### config.mk
export PLATFORM = sky130hd
export DESIGN_NAME = clk_div_glitchfree
export DESIGN_NICKNAME = d
export VERILOG_FILES = /design/src/rtl/clk_div_glitchfree_pkg.sv /design/src/rtl/clk_div_out_mux.sv /design/src/rtl/clk_div_glitchfree.sv
export SDC_FILE = /design/constraint.sdc
export NUM_CORES = 1
export LEC_CHECK = 0
export CAP_MARGIN = 20
export CORE_MARGIN = 2
export CORE_UTILIZATION = 60
export CTS_CLUSTER_SIZE = 10
export DETAILED_ROUTE_END_ITERATION = 16
export PLACE_DENSITY = 0.81
export SYNTH_ARGS = -nofsm -noshare
export SYNTH_HDL_FRONTEND = slang
export SYNTH_SLANG_ARGS = --single-unit
### constraint.sdc
create_clock -name i_ref_clk -period 4.45 [get_ports i_ref_clk]
set_input_delay 0.6675 -clock i_ref_clk [delete_from_list [all_inputs] [get_ports i_ref_clk]]
set_output_delay 0.6675 -clock i_ref_clk [all_outputs]
set_load 0.02 [all_outputs]
### src/rtl/clk_div_glitchfree_pkg.sv
// -----------------------------------------------------------------------------
// clk_div_glitchfree_pkg
// Shared configuration for the glitch-free clock divider:
//   CLK_DIV_WIDTH : default width of the ratio and period counter
//   mode_t        : divider operating mode
//                   MODE_BYPASS - output follows the reference clock
//                   MODE_DIVIDE - output is the internally divided clock
//                   MODE_IDLE   - divided path selected but held low until
//                                 the first valid ratio is loaded
// -----------------------------------------------------------------------------
package clk_div_glitchfree_pkg;

    localparam int CLK_DIV_WIDTH = 8;

    typedef enum logic [1:0] {
        MODE_IDLE   = 2'b00,
        MODE_BYPASS = 2'b01,
        MODE_DIVIDE = 2'b10
    } mode_t;

endpackage

### src/rtl/clk_div_out_mux.sv
// -----------------------------------------------------------------------------
// clk_div_out_mux
// Final output clock selection for the glitch-free divider. The select flop
// is updated on the falling edge of the reference clock: at that instant both
// the reference clock and the divided clock are low (the divider only changes
// mode while its internal clock is low), so the mux input swap cannot produce
// a glitch. Kept as its own module so the mux can be constrained as a clock
// cell.
//
// Ports:
//   ref_clk  in   reference clock
//   rst_n    in   asynchronous active-low reset; forces div_clk low
//   mode     in   divider mode from the ref-domain control logic
//   clk_int  in   registered divided clock
//   div_clk  out  selected output clock
//   sel      out  1 while the reference clock is passed through
// -----------------------------------------------------------------------------
module clk_div_out_mux
    import clk_div_glitchfree_pkg::*;
(
    input  logic  ref_clk,
    input  logic  rst_n,
    input  mode_t mode,
    input  logic  clk_int,
    output logic  div_clk,
    output logic  sel
);

    always_ff @(negedge ref_clk or negedge rst_n) begin
        if (!rst_n) begin
            sel <= 1'b0;
        end else begin
            sel <= (mode == MODE_BYPASS);
        end
    end

    // Reset gating keeps the output low for the whole reset interval,
    // independent of where the select flop happens to be.
    assign div_clk = rst_n & (sel ? ref_clk : clk_int);

endmodule

### src/rtl/clk_div_glitchfree.sv
// -----------------------------------------------------------------------------
// clk_div_glitchfree
// Run-time programmable clock divider. Divides i_ref_clk by N with selectable
// high length for odd N. Ratio, duty and enable are sampled only at divided
// period boundaries (every ref cycle while bypassed or idle), so the output
// never shows runt pulses. Also produces a ref-domain tick at the first ref
// cycle of every divided high phase, and status outputs.
//
// Ports:
//   i_ref_clk    in   reference clock, the only clock
//   i_rst_n      in   asynchronous active-low reset
//   i_clk_en     in   divider enable; 0 requests bypass
//   i_div_ratio  in   requested ratio N; 0 or 1 requests bypass
//   i_odd_high   in   odd-N duty: 0 -> high = floor(N/2), 1 -> ceil(N/2)
//   o_div_clk    out  divided clock, or i_ref_clk in bypass
//   o_div_tick   out  strobe on the first ref cycle of each divided high phase
//   o_ratio_act  out  ratio currently applied; 0 in bypass
//   o_bypass     out  1 while the output mux selects i_ref_clk
// -----------------------------------------------------------------------------
module clk_div_glitchfree
    import clk_div_glitchfree_pkg::*;
#(
    parameter int DIV_W      = CLK_DIV_WIDTH,
    parameter bit RST_BYPASS = 1'b1
) (
    input  logic             i_ref_clk,
    input  logic             i_rst_n,
    input  logic             i_clk_en,
    input  logic [DIV_W-1:0] i_div_ratio,
    input  logic             i_odd_high,
    output logic             o_div_clk,
    output logic             o_div_tick,
    output logic [DIV_W-1:0] o_ratio_act,
    output logic             o_bypass
);

    localparam mode_t            MODE_RESET = RST_BYPASS ? MODE_BYPASS : MODE_IDLE;
    localparam logic [DIV_W-1:0] ONE        = DIV_W'(1);
    localparam logic [DIV_W-1:0] TWO        = DIV_W'(2);

    // High-phase length for a ratio n: (n + odd_high) >> 1, computed one bit
    // wider so n at full scale does not wrap.
    function automatic logic [DIV_W-1:0] high_len(input logic [DIV_W-1:0] n,
                                                  input logic             odd_high);
        logic [DIV_W:0] n_ext;
        n_ext = {1'b0, n} + {{DIV_W{1'b0}}, odd_high};
        return n_ext[DIV_W:1];
    endfunction

    mode_t            mode;
    logic [DIV_W-1:0] cnt;
    logic [DIV_W-1:0] cnt_next;
    logic [DIV_W-1:0] ratio_act;
    logic [DIV_W-1:0] h_act;
    logic [DIV_W-1:0] req_high;
    logic             clk_int;
    logic             req_ok;
    logic             boundary;
    logic             sel;

    assign req_ok   = i_clk_en && (i_div_ratio >= TWO);
    assign req_high = high_len(i_div_ratio, i_odd_high);
    assign cnt_next = cnt + ONE;

    // ratio_act >= 2 whenever mode is MODE_DIVIDE, so ratio_act-1 cannot wrap.
    assign boundary = (mode == MODE_DIVIDE) ? (cnt == ratio_act - ONE) : 1'b1;

    always_ff @(posedge i_ref_clk or negedge i_rst_n) begin
        if (!i_rst_n) begin
            mode       <= MODE_RESET;
            cnt        <= '0;
            ratio_act  <= '0;
            h_act      <= '0;
            clk_int    <= 1'b0;
            o_div_tick <= 1'b0;
        end else begin
            case (mode)
                MODE_DIVIDE: begin
                    if (boundary) begin
                        if (req_ok) begin
                            // Next period starts high straight away, so
                            // back-to-back periods stay seamless.
                            ratio_act  <= i_div_ratio;
                            h_act      <= req_high;
                            cnt        <= '0;
                            clk_int    <= 1'b1;
                            o_div_tick <= 1'b1;
                        end else begin
                            // clk_int is already low in the boundary cycle;
                            // the mux flips on the next falling ref edge.
                            mode       <= MODE_BYPASS;
                            ratio_act  <= '0;
                            cnt        <= '0;
                            clk_int    <= 1'b0;
                            o_div_tick <= 1'b0;
                        end
                    end else begin
                        cnt        <= cnt_next;
                        clk_int    <= (cnt_next < h_act);
                        o_div_tick <= 1'b0;
                    end
                end
                default: begin
                    if (req_ok) begin
                        // Start inside the low phase so the first divided
                        // pulse follows a full low interval of N-H cycles.
                        mode       <= MODE_DIVIDE;
                        ratio_act  <= i_div_ratio;
                        h_act      <= req_high;
                        cnt        <= req_high;
                        clk_int    <= 1'b0;
                        o_div_tick <= 1'b0;
                    end else begin
                        // In bypass every ref edge is a divided edge.
                        o_div_tick <= (mode == MODE_BYPASS);
                    end
                end
            endcase
        end
    end

    assign o_ratio_act = ratio_act;
    assign o_bypass    = sel;

    clk_div_out_mux u_out_mux (
        .ref_clk (i_ref_clk),
        .rst_n   (i_rst_n),
        .mode    (mode),
        .clk_int (clk_int),
        .div_clk (o_div_clk),
        .sel     (sel)
    );

endmodule

Yosys cells after proc, flatten, opt, wreduce, memory -nomap -nowiden

Cells that the tools add are included.

Reduce and logical (&&, ||, !) cells: 4
Equal/unequal tests: 5
$add $sub $neg: 3
$lt $le $gt $ge: 2
Multiplexer cells: 23
Bitwise gates (word level): 1

Operators by type and width:

| operator                                                           | number |
|---|---|
| two-way mux 8 bit                                                  | 10 |
| adder 8 x 1 -> 9 bit                                               | 1 |
| two-way mux 1 bit                                                  | 9 |
| adder 8 x 1 -> 8 bit (second input constant)                       | 1 |
| equality test 8 bit                                                | 1 |
| greater-or-equal comparator 8 x 2 -> 1 bit (second input constant) | 1 |
| less-than comparator 8 bit                                         | 1 |
| two-way mux 2 bit                                                  | 4 |
| subtractor 8 x 1 -> 8 bit (second input constant)                  | 1 |
| inequality test 2 bit (second input constant)                      | 2 |
| AND reduction 3 bit                                                | 1 |
| equality test 2 x 1 -> 1 bit (second input constant)               | 1 |
| equality test 2 bit (second input constant)                        | 1 |
| AND reduction 2 bit                                                | 1 |
| nonzero test 2 bit                                                 | 1 |
| bitwise AND 1 bit                                                  | 1 |
| logical AND 1 bit                                                  | 1 |

Bits of input ports: 12
Register bits after elaboration: 29
Output and inout port bits: 11
Logic and storage cells: 45

Longest topological paths before layout

Gate-level depths: netlist (run 1).

Depth after elaboration: 5
Mapped depth: 12
Depth with buffers taken out: 11

By module

Synthesis (run 1) repeated with hierarchy kept, for this count alone.

Cells, all modules: 194
Area, all modules: 1904.3 um^2

Modules (own cells, without submodules):

| module             | cells each | instances | area an instance (um^2) | seq. area each (um^2) |
|---|---|---|---|---|
| clk_div_glitchfree | 190        | 1         | 1856.8                  | 701.9 |
| clk_div_out_mux    | 4          | 1         | 47.5                    | 25.0 |

==> impl_metrics.json, run 1 <==
{
  "status": "finished, final reports clean",
  "coreArea_mm2": 0.003028,
  "area_delta_synth_final_pct": 17.30,
  "grt_pass1_wl_um": 7141,
  "viasPerCell": 5.969,
  "hold_path.class": "reg2reg",
  "synth_top_family_by_area": "compound AO/OA/AOI/OAI gates",
  "finalClockSkew_ns": 0.008459,
  "ir_worst_vdd_uv": 344.3,
  "synth_ff_type": "dfrtp_1",
  "ant_nets": 0,
  "end_kind": "output pin",
  "synth_area_mm2": 0.001888,
  "dr.pass1.iters": 4,
  "setup_tns_ns": 0,
  "initial_core_util_pct": 62.36,
  "antenna_cells": 0,
  "clk_latency_ns": 0.44,
  "gp_congestion": 0.9222,
  "synth_fp_nets": 209,
  "drive_gt1_share_pct": 7.512,
  "synth_top_cell_by_area": "dfrtp_1",
  "rsz0062_at_grt": "false",
  "ys_types": 43,
  "path_cells": "clkdlybuf4s50_1",
  "place_ws_ns": 0.3710,
  "path_class": "reg2out",
  "r2r-start": "o_ratio_act[0]",
  "synth_area_leaders": "dfrtp_1 (36%), xnor2_1 (7.0%), ha_1 (6.6%)",
  "cp_top_family": "buffers and inverters",
  "hold_buffers": 0,
  "die_x_um": 60.10,
  "vias": 1534,
  "async_reset_ff_share_pct": 100.0,
  "cp-start-kind": "flop",
  "crit_required_ns": 3.78,
  "drcViolationCount": 0,
  "synth-simple-area-share_pct": 15.44,
  "arrival_ns": 3.71,
  "finalSetupViolations": 0,
  "port_buffers": 22,
  "hold_violations": 0,
  "finalInstanceArea_mm2": 0.002215,
  "netlist.area_leader.share_pct": 35.79,
  "r2r_slack_ns": 1.36,
  "synth_edf_count": 0,
  "critPathSlowestCell": "clkdlybuf4s50_1",
  "synth_compound_area_share_pct": 16.90,
  "hold_path_end": "h_act[0]",
  "worst-path-stages": 1,
  "clk_pin_slew_ns": 0.09,
  "grt_start_max_net_pins": 30,
  "final_nets": 234,
  "cts_setup_buffers": 0,
  "worstMarginPinSlew_ns": 0.7188,
  "power_per_cell_area_mw_per_mm2": 676.6,
  "final-max-slew-violation-count": 0,
  "yosys_warnings": 0,
  "synth_xor_area_share_pct": 10.21,
  "path_max_fanout": 2,
  "die_area_mm2": 0.003611,
  "r2r_end": "h_act[1]",
  "grt_pass1_vias": 1570,
  "synthMuxAreaShare_pct": 7.223,
  "wire_per_inst_um": 16.87,
  "n_fill_cell": 229,
  "cap_violations": 0,
  "syn_avg_cell_area_um2": 10.10,
  "startpoint": "u_out_mux.sel",
  "netlist_instances": 187,
  "hpwl_um": 3315,
  "synth_fa_ha_area_share_pct": 6.627,
  "placed_cell_area_mm2": 0.002108,
  "ios": 23,
  "whs_path_depth": 1,
  "max_stage_delay_ns": 0.61,
  "final_cells": 257,
  "finish.utilization_pct": 73.14,
  "dp_cells": 246,
  "power.leakage_nw": 0.9609,
  "ys_seq_elements": 29,
  "routed_wl_um": 4336,
  "relSlewSlack_pct": 52.08,
  "synth_sequential_area_ratio_pct": 38.50,
  "hold_path_startpoint": "h_act[0]",
  "first_iter_violations": 74,
  "grt.total_usage_pct": 27.67,
  "rr_worst_depth": 7,
  "row_count": 20,
  "crit_buf_inv": 1,
  "grt_overflow_total": 0,
  "tritoncts": "built",
  "antenna_found_initial": 0,
  "setup_ws_ns": 0.07438,
  "fp.dieH_um": 60.10
}
==> cells in the final DEF (no fill, tap or decap), types with 6 or more instances in the layout <==
master           count
xor2_1               7
clkdlybuf4s50_1     21
dfrtp_1             27
nor2_1              14
a22o_1               8
ha_1                10
mux2i_1              8
xnor2_1             15
nor2b_1              6
nand3_1              9
inv_1                9
clkbuf_4             8
nand2_1              7
==> area by class of cell <==
class	instances	area, um^2	share of cell area (%)
timing repair buffer	22	217.7	9.831
sequential	29	726.9	32.82
clock buffer	11	86.33	3.898
inverter	9	33.78	1.525
multi-input combinational	141	1065	48.08
tap	44	55.05	2.486
clock inverter	1	30.03	1.356
==> where the power goes <==
group | switching (W) | total, W | internal (W)
combinational | 0.000358 | 0.000730 | 0.000373
clock | 0.000108 | 0.000276 | 0.000168
sequential | 0.000128 | 0.000493 | 0.000365
==> worst max path at each step <==
stage | to | slack, ns
after floorplan | o_div_clk | 0.62
after global placement | o_div_clk | 0.39
after detailed placement | o_div_clk | 0.37
after CTS | o_bypass | 0.05
after global routing | o_bypass | 0.006
final | o_bypass | 0.07
==> state kept, by name, summed over array words and instances (netlist names) <==
name	cells
h_act	8
mode	2
o_ratio_act	8
o_div_tick	1
clk_int	1
cnt	8
u_out_mux.sel	1
==> stage by stage <==
step                      power, W  hold WS, ns
after floorplan           0.001027       0.3719
after global routing      0.001630       0.5126
after global placement    0.001185       0.4698
final                     0.001499       0.4948
after CTS                 0.001505       0.4992
after detailed placement  0.001236       0.4742
==> cell usage after synthesis, types with 2 or more instances <==
cell type and instances:
mux2i_1 8, nor2b_1 6, ha_1 10, o31ai_1 3
a31oi_1 2, nor2_1 14, nand2b_1 2, xnor2_1 15
nor3_1 3, or3_1 2, nand2_1 7, a21oi_1 4
o21ai_0 5, a2111oi_0 2, nand4_1 2, a21o_1 3
nand3_1 9, and3_1 4, mux2_1 5, a221o_1 3
xor2_1 7, buf_6 4, buf_2 2, dfrtp_1 27
o2bb2ai_1 3, a22o_1 8, inv_1 9, clkbuf_1 2
and4_1 2
==> logic make-up after synthesis <==
logic type | Yosys count
and+or+nand+nor | 55
buffers and inverters | 17
DFF | 29
adders and majority gates | 10
xor gates and xnor gates | 22
muxes | 13
AOI/OAI and AO/OA | 41
==> metal layers <==
| layer | global-route usage (%) | routed length, um | vias up |
|---|---|---|---|
| met5 | 0 | 0 | - |
| met4 | 17.14 | 102 | 0 |
| met3 | 5.628 | 146 | 11 |
| met2 | 46.58 | 2282 | 33 |
| met1 | 31.80 | 1805 | 758 |
| li1 | - | - | 732 |
==> repair_timing <==
item / 4_1_cts / 5_1_grt
hold endpoints to repair: 0 / 0
gates resized for setup: 1 / 0
setup endpoints to repair: 1 / 0
No activity file was read; power rests on OpenSTA's default activity.
==> run 2: changes to the inputs <==
- CELL_PAD_IN_SITES_DETAIL_PLACEMENT: default -> 0
- CELL_PAD_IN_SITES_GLOBAL_PLACEMENT: default -> 1
- CORE_UTILIZATION: 60 -> 47
- clock period: 4.45 -> 5.4 ns (I/O delays scaled with it)
==> impl_metrics.json, run 2 (same netlist as run 1, synthesis figures left out) <==
{
  "status": "finished, final reports clean",
  "power.leakage_nw": 0.9794,
  "viasPerCell": 5.798,
  "dr.pass1.iters": 4,
  "area_delta_synth_final_pct": 20.41,
  "port_buffers": 22,
  "grt.total_usage_pct": 22.36,
  "arrival_ns": 4.33,
  "final_nets": 234,
  "antenna_cells": 0,
  "cap_violations": 0,
  "place_ws_ns": 0.7116,
  "crit_required_ns": 4.59,
  "tritoncts": "built",
  "wire_per_inst_um": 16.49,
  "end_kind": "output pin",
  "relSlewSlack_pct": 52.41,
  "row_count": 23,
  "dp_cells": 252,
  "antenna_found_initial": 0,
  "final_cells": 263,
  "power_per_cell_area_mw_per_mm2": 569.4,
  "final-max-slew-violation-count": 0,
  "ant_nets": 0,
  "grt_pass1_vias": 1528,
  "r2r_slack_ns": 2.02,
  "drive_gt1_share_pct": 7.512,
  "setup_ws_ns": 0.2586,
  "path_class": "reg2out",
  "finalClockSkew_ns": 0.02190,
  "routed_wl_um": 4337,
  "fp.dieH_um": 67.38,
  "die_x_um": 67.38,
  "hold_violations": 0,
  "die_area_mm2": 0.004540,
  "clk_pin_slew_ns": 0.06,
  "finalSetupViolations": 0,
  "ios": 23,
  "cts_setup_buffers": 0,
  "rsz0062_at_grt": "false",
  "hold_buffers": 0,
  "first_iter_violations": 68,
  "coreArea_mm2": 0.003943,
  "final_common_cell": "dfrtp_1",
  "worstMarginPinSlew_ns": 0.7062,
  "drcViolationCount": 0,
  "cp-start-kind": "flop",
  "initial_core_util_pct": 47.89,
  "vias": 1525,
  "gp_congestion": 0.8154,
  "grt_overflow_total": 0,
  "clk_latency_ns": 0.41,
  "postCtsResizedCells": 0,
  "grt_pass1_wl_um": 7251,
  "ir_worst_vdd_uv": 343.4,
  "grt_start_max_net_pins": 31,
  "path_max_fanout": 2,
  "most-common-layout-cells": "dfrtp_1 (27), clkdlybuf4s50_1 (22), xnor2_1 (15)",
  "setup_tns_ns": 0,
  "hold_path.class": "reg2reg",
  "hpwl_um": 3204
}
## run 2: changes by cell type in the layout (fill, tap and decap cells not counted)
cell / change
clkbuf_4: -8
clkbuf_8: +8
clkdlybuf4s50_1: +1
dlygate4sd2_1: -1
## run 2: critical path: stages (launching register included)
cell and delay, ns:
dfrtn_1 0.42, mux2i_1 0.08, nor2b_1 0.11, clkdlybuf4s50_1 0.61
## run 2: path summary, 6_finish.rpt
path / from / endpoint / cells after the start
worst max-delay path: u_out_mux.sel / o_div_clk / 3
worst min-delay path: h_act[0] / h_act[0] / 1
worst min register to register: h_act[0] / h_act[0] / 1
max in group asynchronous: i_rst_n / u_out_mux.sel / 2
min in group asynchronous: i_rst_n / o_div_tick / 2
worst max register to register: mode[0] / u_out_mux.sel / 1
## run 2: power breakdown
part / total, W / switching, W / leakage (nW) / internal, W
clock network: 0.000297 / 0.0000954 / 0.0883 / 0.000202
logic: 0.000592 / 0.000287 / 0.534 / 0.000305
registers: 0.000405 / 0.000103 / 0.357 / 0.000302
## run 2: layout make-up
type / count / area, um^2
clock buffers: 11 / 137.6
fillers: 335 / 1669
well taps: 50 / 62.56
repair buffers: 22 / 217.7
flip-flops and latches: 29 / 726.9
multi-input cells: 141 / 1065
clock inverters: 1 / 30.03
inverters: 9 / 33.78
## run 2: per-layer routing
metal	global-route usage, %	up-vias	routed length (um)
met5	0	-	0
met4	12.76	0	141
met3	5.333	18	154
met2	36.76	40	2156
met1	26.71	735	1884
li1	-	732	-
## run 2: stage by stage
step                      total power [W]  util (%)  instance area, um^2  hold WS [ns]
after global placement          0.0009864     53.67                 2116        0.4677
final                            0.001295     57.66                 2273        0.4840
after floorplan                 0.0008461         -                 1888        0.4522
after CTS                        0.001303     57.66                 2273        0.4880
after detailed placement         0.001007     53.67                 2116        0.4760
after global routing             0.001407     57.66                 2273        0.5128
==> run 3: changes to the inputs <==
- SETUP_SLACK_MARGIN: default -> 0.2
==> results of run 3 <==
The final DEF is identical to that of run 2; final timing and power are the same.
